--- config.mk ---
export PLATFORM = sky130hd
export DESIGN_NAME = dma_copy
export DESIGN_NICKNAME = d
export VERILOG_FILES = /design/src/rtl/dma_copy_pkg.sv /design/src/rtl/dma_copy.sv
export SDC_FILE = /design/constraint.sdc
export NUM_CORES = 1
export LEC_CHECK = 0
export ABC_AREA = 1
export CAP_MARGIN = 30
export CORE_MARGIN = 2
export CORE_UTILIZATION = 65
export DETAILED_ROUTE_END_ITERATION = 10
export DONT_BUFFER_PORTS = 1
export PLACE_DENSITY_LB_ADDON = 0.15
export SLEW_MARGIN = 10
export SYNTH_ARGS = -nofsm -noshare
export SYNTH_HDL_FRONTEND = slang
export SYNTH_SLANG_ARGS = --single-unit
--- constraint.sdc ---
create_clock -name clk -period 4.4 [get_ports clk]
set_clock_uncertainty 0.1 [all_clocks]
set_input_delay 0 -clock clk [delete_from_list [all_inputs] [get_ports clk]]
set_output_delay 0 -clock clk [all_outputs]
set_load 0.02 [all_outputs]
--- src/rtl/dma_copy_pkg.sv ---
// Shared definitions for the byte-wide DMA copy/fill engine:
// FSM state encoding and transfer mode constants.
package dma_copy_pkg;

    typedef enum logic [1:0] {
        ST_IDLE   = 2'd0,
        ST_READ   = 2'd1,
        ST_WRITE  = 2'd2,
        ST_FINISH = 2'd3
    } state_e;

    localparam logic MODE_COPY = 1'b0;
    localparam logic MODE_FILL = 1'b1;

endpackage

--- src/rtl/dma_copy.sv ---
// Byte-serial DMA engine: copies src->dst (read/write pairs) or fills dst with a
// constant. All outputs are registered from the next-state values so they line up with the FSM.
module dma_copy
    import dma_copy_pkg::*;
#(
    parameter int ADDR_WIDTH = 16,
    parameter int LEN_WIDTH  = 8
) (
    input  logic                  clk,
    input  logic                  reset,
    input  logic                  start,
    input  logic                  mode,
    input  logic [ADDR_WIDTH-1:0] src_addr,
    input  logic [ADDR_WIDTH-1:0] dst_addr,
    input  logic [LEN_WIDTH-1:0]  length,
    input  logic [7:0]            fill_value,
    output logic                  busy,
    output logic                  done,
    output logic [ADDR_WIDTH-1:0] mem_address,
    output logic [7:0]            mem_data_out,
    input  logic [7:0]            mem_data_in,
    output logic                  mem_write_enable
);

    localparam logic [ADDR_WIDTH-1:0] ADDR_ONE = ADDR_WIDTH'(1);
    localparam logic [LEN_WIDTH-1:0]  LEN_ONE  = LEN_WIDTH'(1);

    state_e                state_r, state_s;
    logic [ADDR_WIDTH-1:0] src_r, src_s, dst_r, dst_s;
    logic [LEN_WIDTH-1:0]  cnt_r, cnt_s;
    logic                  mode_r, mode_s;
    logic [7:0]            fill_r, fill_s, buf_r, buf_s;
    logic                  busy_r, done_r, we_r;
    logic [ADDR_WIDTH-1:0] addr_r, addr_s;
    logic [7:0]            wdata_r, wdata_s;

    // Next-state and transfer bookkeeping; descriptor is captured only from IDLE.
    always_comb begin
        state_s = state_r;
        src_s   = src_r;
        dst_s   = dst_r;
        cnt_s   = cnt_r;
        mode_s  = mode_r;
        fill_s  = fill_r;
        buf_s   = buf_r;
        case (state_r)
            ST_IDLE: begin
                if (start) begin
                    src_s  = src_addr;
                    dst_s  = dst_addr;
                    cnt_s  = length;
                    mode_s = mode;
                    fill_s = fill_value;
                    if (length == '0) begin
                        state_s = ST_FINISH;
                    end else if (mode == MODE_FILL) begin
                        state_s = ST_WRITE;
                    end else begin
                        state_s = ST_READ;
                    end
                end else begin
                    state_s = ST_IDLE;
                end
            end
            ST_READ: begin
                buf_s   = mem_data_in;
                state_s = ST_WRITE;
            end
            ST_WRITE: begin
                src_s = src_r + ADDR_ONE;
                dst_s = dst_r + ADDR_ONE;
                cnt_s = cnt_r - LEN_ONE;
                if (cnt_r == LEN_ONE) begin
                    state_s = ST_FINISH;
                end else if (mode_r == MODE_FILL) begin
                    state_s = ST_WRITE;
                end else begin
                    state_s = ST_READ;
                end
            end
            ST_FINISH: state_s = ST_IDLE;
            default:   state_s = ST_IDLE;
        endcase
    end

    // Memory-side values for the upcoming cycle; address holds outside READ/WRITE.
    always_comb begin
        addr_s  = addr_r;
        wdata_s = 8'h00;
        case (state_s)
            ST_READ: addr_s = src_s;
            ST_WRITE: begin
                addr_s  = dst_s;
                wdata_s = (mode_s == MODE_FILL) ? fill_s : buf_s;
            end
            default: begin
                addr_s  = addr_r;
                wdata_s = 8'h00;
            end
        endcase
    end

    // State, descriptor and output registers; reset abandons any transfer.
    always_ff @(posedge clk) begin
        if (reset) begin
            state_r <= ST_IDLE;
            src_r   <= '0;
            dst_r   <= '0;
            cnt_r   <= '0;
            mode_r  <= MODE_COPY;
            fill_r  <= 8'h00;
            buf_r   <= 8'h00;
            busy_r  <= 1'b0;
            done_r  <= 1'b0;
            we_r    <= 1'b0;
            addr_r  <= '0;
            wdata_r <= 8'h00;
        end else begin
            state_r <= state_s;
            src_r   <= src_s;
            dst_r   <= dst_s;
            cnt_r   <= cnt_s;
            mode_r  <= mode_s;
            fill_r  <= fill_s;
            buf_r   <= buf_s;
            busy_r  <= (state_s == ST_READ) || (state_s == ST_WRITE);
            done_r  <= (state_s == ST_FINISH);
            we_r    <= (state_s == ST_WRITE);
            addr_r  <= addr_s;
            wdata_r <= wdata_s;
        end
    end

    assign busy             = busy_r;
    assign done             = done_r;
    assign mem_address      = addr_r;
    assign mem_data_out     = wdata_r;
    assign mem_write_enable = we_r;

endmodule

==> results by group <==
Floorplan
  – Starting density of the core: 66.0%
  – Core area: 0.00668 mm²
  – Die ar.: 0.00746 mm²
  – Ports: 87
  – Die X: 86.4 µm
  – Row count: 30
  – Die height: 86.4 µm

Worst setup path
  – CP arrival: 3.84 ns
  – Crit path required time: 4.61 ns
  – Largest stage delay, worst path: 0.52 ns
  – R2R Path Start: state_r[0]
  – Internal reg-to-reg setup slack: 0.77 ns
  – Crit-path slowest cell: dfxtp_1
  – Worst R2R Path Depth: 13
  – Critical path class: reg -> reg
  – CP Max Fanout: 19
  – RR Endpoint: mem_data_out[7]
  – CP Launch Type: flip-flop
  – Critical Path Sink Type: flip-flop
  – Cells along the critical path: nor2_2, nand2_2, clkinv_2, nand2_1, o21a_1, nand2_1, inv_1, ha_1, buf_4, inv_1, nor2_1, o21ai_0, a21oi_1
  – CP delay by family, top: simple AND/OR/NAND/NOR gates
  – Bufs and invs on worst path: 4

Routing
  – DRT Pass-1 Iters: 5
  – Routed len/inst: 17.2 µm
  – Antenna viol nets, final: 0
  – Number of remaining DRC errors: 0
  – WL final: 13500 µm
  – Vias: 4761
  – Vias/cell: 6.08
  – Drt first-iter violations: 676

CTS
  – Num Clock Sinks: 86
  – Clk pin slew, worst setup/hold paths: 0.10 ns
  – CTS max path bufs: 2
  – CTS resizes: 0
  – CTS Root Cell: clkbuf_8
  – CTS tree: done
  – Worst-Skew Late Latency: 0.37 ns
  – Number of H-tree levels: 3
  – Hold-fix buffer count after cts: 70
  – Number of buffers created by CTS: 9
  – Post-CTS Repair Setup Buffers: 0

Yosys
  – Synth Warn #: 0
  – Synth area leaders: dfxtp_1 (39%), nand2_1 (12%), nand3_1 (8.1%)
  – Area share of the largest cell type after synthesis: 39.0%
  – Sequential share of the synthesized area: 39.0%
  – Syn Nets: 706
  – Avg Cell Area, Syn: 6.91 µm²
  – Register bit total from synthesis: 86
  – Yosys top cell by area: dfxtp_1
  – Synth Cell Area: 0.00441 mm²
  – Mapped Cells: 639
  – Post-synthesis cell type count: 36

STA
  – Fin crit period: 3.63 ns
  – Tcrit/Tclk final: 82.5%
  – Final Max Tran Viols: 0
  – Max Clock Freq: 0.275 GHz
  – Final Setup Violations: 0
  – Final worst setup slack: 0.770 ns
  – RSZ-0062 raised after global routing: no
  – Total negative slack: 0 ns
  – Fin. Hold Viols: 0
  – Worst slew pin tran: 0.654 ns
  – Slew margin rel.: 56.3%

Status
  – Status: completed

Pwr
  – Switch Pwr: 0.000733 W
  – Clk pwr share: 28.5%
  – Comb pwr share: 24.0%
  – Switching Share: 35.7%
  – Sequential power share: 47.5%
  – Maximum resistive drop on vdd: 0.266 mV
  – Final Total Pwr: 0.00205 W
  – PD cells: 385 mW/mm²
  – P_int: 0.00132 W
  – Leak: 2.33 nW

Final layout
  – Fill cells: 490
  – Leading cell type in the layout, fill and taps excluded: nand2_1
  – Most frequent cells in the layout: nand2_1 (144), dfxtp_1 (86), nor2_1 (71), nand3_1 (71), dlygate4sd3_1 (69)
  – Nets: 765
  – Final core occ: 79.9%
  – Layout Cells excl Fill: 783
  – Share of cells above drive strength 1: 5.97%
  – Area Overhead vs Synth: 21.0%
  – Ant diodes: 0

Global routing
  – First-pass GRT wire length: 21200 µm
  – Antenna violations before repair: 0
  – Largest net degree at the start of global routing: 62
  – GRT overflow: 0
  – GRT Overall Usage: 36.3%
  – Vias in the first global route: 4449

Min path
  – Hold path endpoint: state_r[1]
  – Worst hold path class: in -> reg
  – HP Start: length[5]
  – WHS Path Cells: 6

Place
  – Detailed placement HPWL: 8320 µm
  – Gpl congestion: 0.982
  – Placement Setup Slack: 0.922 ns
  – # port buffers: 0
  – Placed insts: 697

Flow run
  – Max Cap Viol: 0
==> final cells by class <==
type | instances | area (µm²) | area share [%]
clock buffer | 9 | 124 | 2.32
clock inverter | 7 | 77.6 | 1.45
inverter | 65 | 245 | 4.59
multi-input combinational | 461 | 2320 | 43.4
sequential | 86 | 1720 | 32.2
tap | 80 | 100 | 1.87
timing repair buffer | 75 | 756 | 14.2
==> flip-flops by register name, indices dropped and copies added (netlist names) <==
register          cells
buf_r                 8
busy                  1
cnt_r                 8
done                  1
dst_r                16
fill_r                8
mem_address          16
mem_data_out          8
mem_write_enable      1
mode_r                1
src_r                16
state_r               2
==> how the worst max path moves through the flow <==
stage	start	endpoint	slack [ns]	depth (start not counted)
6_report	state_r[0]	mem_data_out[7]	0.77	13
5_1_grt	state_r[0]	mem_data_out[7]	0.54	13
4_1_cts	state_r[0]	mem_data_out[0]	0.90	13
3_5_place_dp	state_r[0]	mem_data_out[0]	0.92	13
3_3_place_gp	state_r[0]	mem_data_out[7]	1.17	13
2_1_floorplan	state_r[0]	mem_address[14]	1.95	16
==> worst reg2reg max path: cells and delay by family, from the launching register on <==
kind | cells | cell delay, ns
buffers and inverters | 4 | 1.08
AND/OR/NAND/NOR | 5 | 1.19
adder cells (fa/ha/maj) | 1 | 0.15
AO/OA/AOI/OAI | 3 | 0.52
flip-flops | 1 | 0.52
==> power groups by stage <==
stage | combinational (W) | sequential [W] | clock, W
5_1_grt | 0.000536 | 0.000985 | 0.000613
3_5_place_dp | 0.000397 | 0.000991 | 0
6_report | 0.000492 | 0.000976 | 0.000585
2_1_floorplan | 0.000328 | 0.000967 | 0
3_3_place_gp | 0.000386 | 0.000988 | 0
4_1_cts | 0.000468 | 0.000973 | 0.000578
==> through the flow <==
step                      instance area [µm²]  hold WS (ns)
after floorplan                          4410        0.0525
after global placement                   4420       -0.0260
after detailed placement                 4420       -0.0222
final                                    5340        0.0392
after global routing                     5340        0.0729
after CTS                                5340        0.0303
==> routing by layer <==
metal,track usage [%],vias up,routed length [µm]
li1,-,2237,-
met1,48.0,2168,5470
met2,58.6,312,6330
met3,6.86,44,1360
met4,14.5,0,333
met5,0,-,0
==> logic make-up (layout without fill, tap and decap cells) <==
kind of cell	Yosys count	count (layout)	synth area share [%]
compound gates	132	132	17.8
xor+xnor	2	2	0.397
fa+ha+maj	7	7	1.98
buf+inv	92	156	8.51
flops	86	86	39.0
mux	11	11	2.50
simple gates	309	309	29.8
==> cells in the mapped netlist (all sizes together) <==
library cell	number
dfxtp	86
nor3	1
and3	3
a221oi	1
nor2	74
or2	6
ha	7
a21oi	50
a31oi	5
nand2	146
clkinv	1
nand4	8
clkbuf	13
inv	64
o21a	6
o211ai	6
a22oi	20
xor2	2
o21bai	5
buf	14
o21ai	39
mux2i	11
nand3	71
Note: power is estimated with default switching activity, not from simulation.
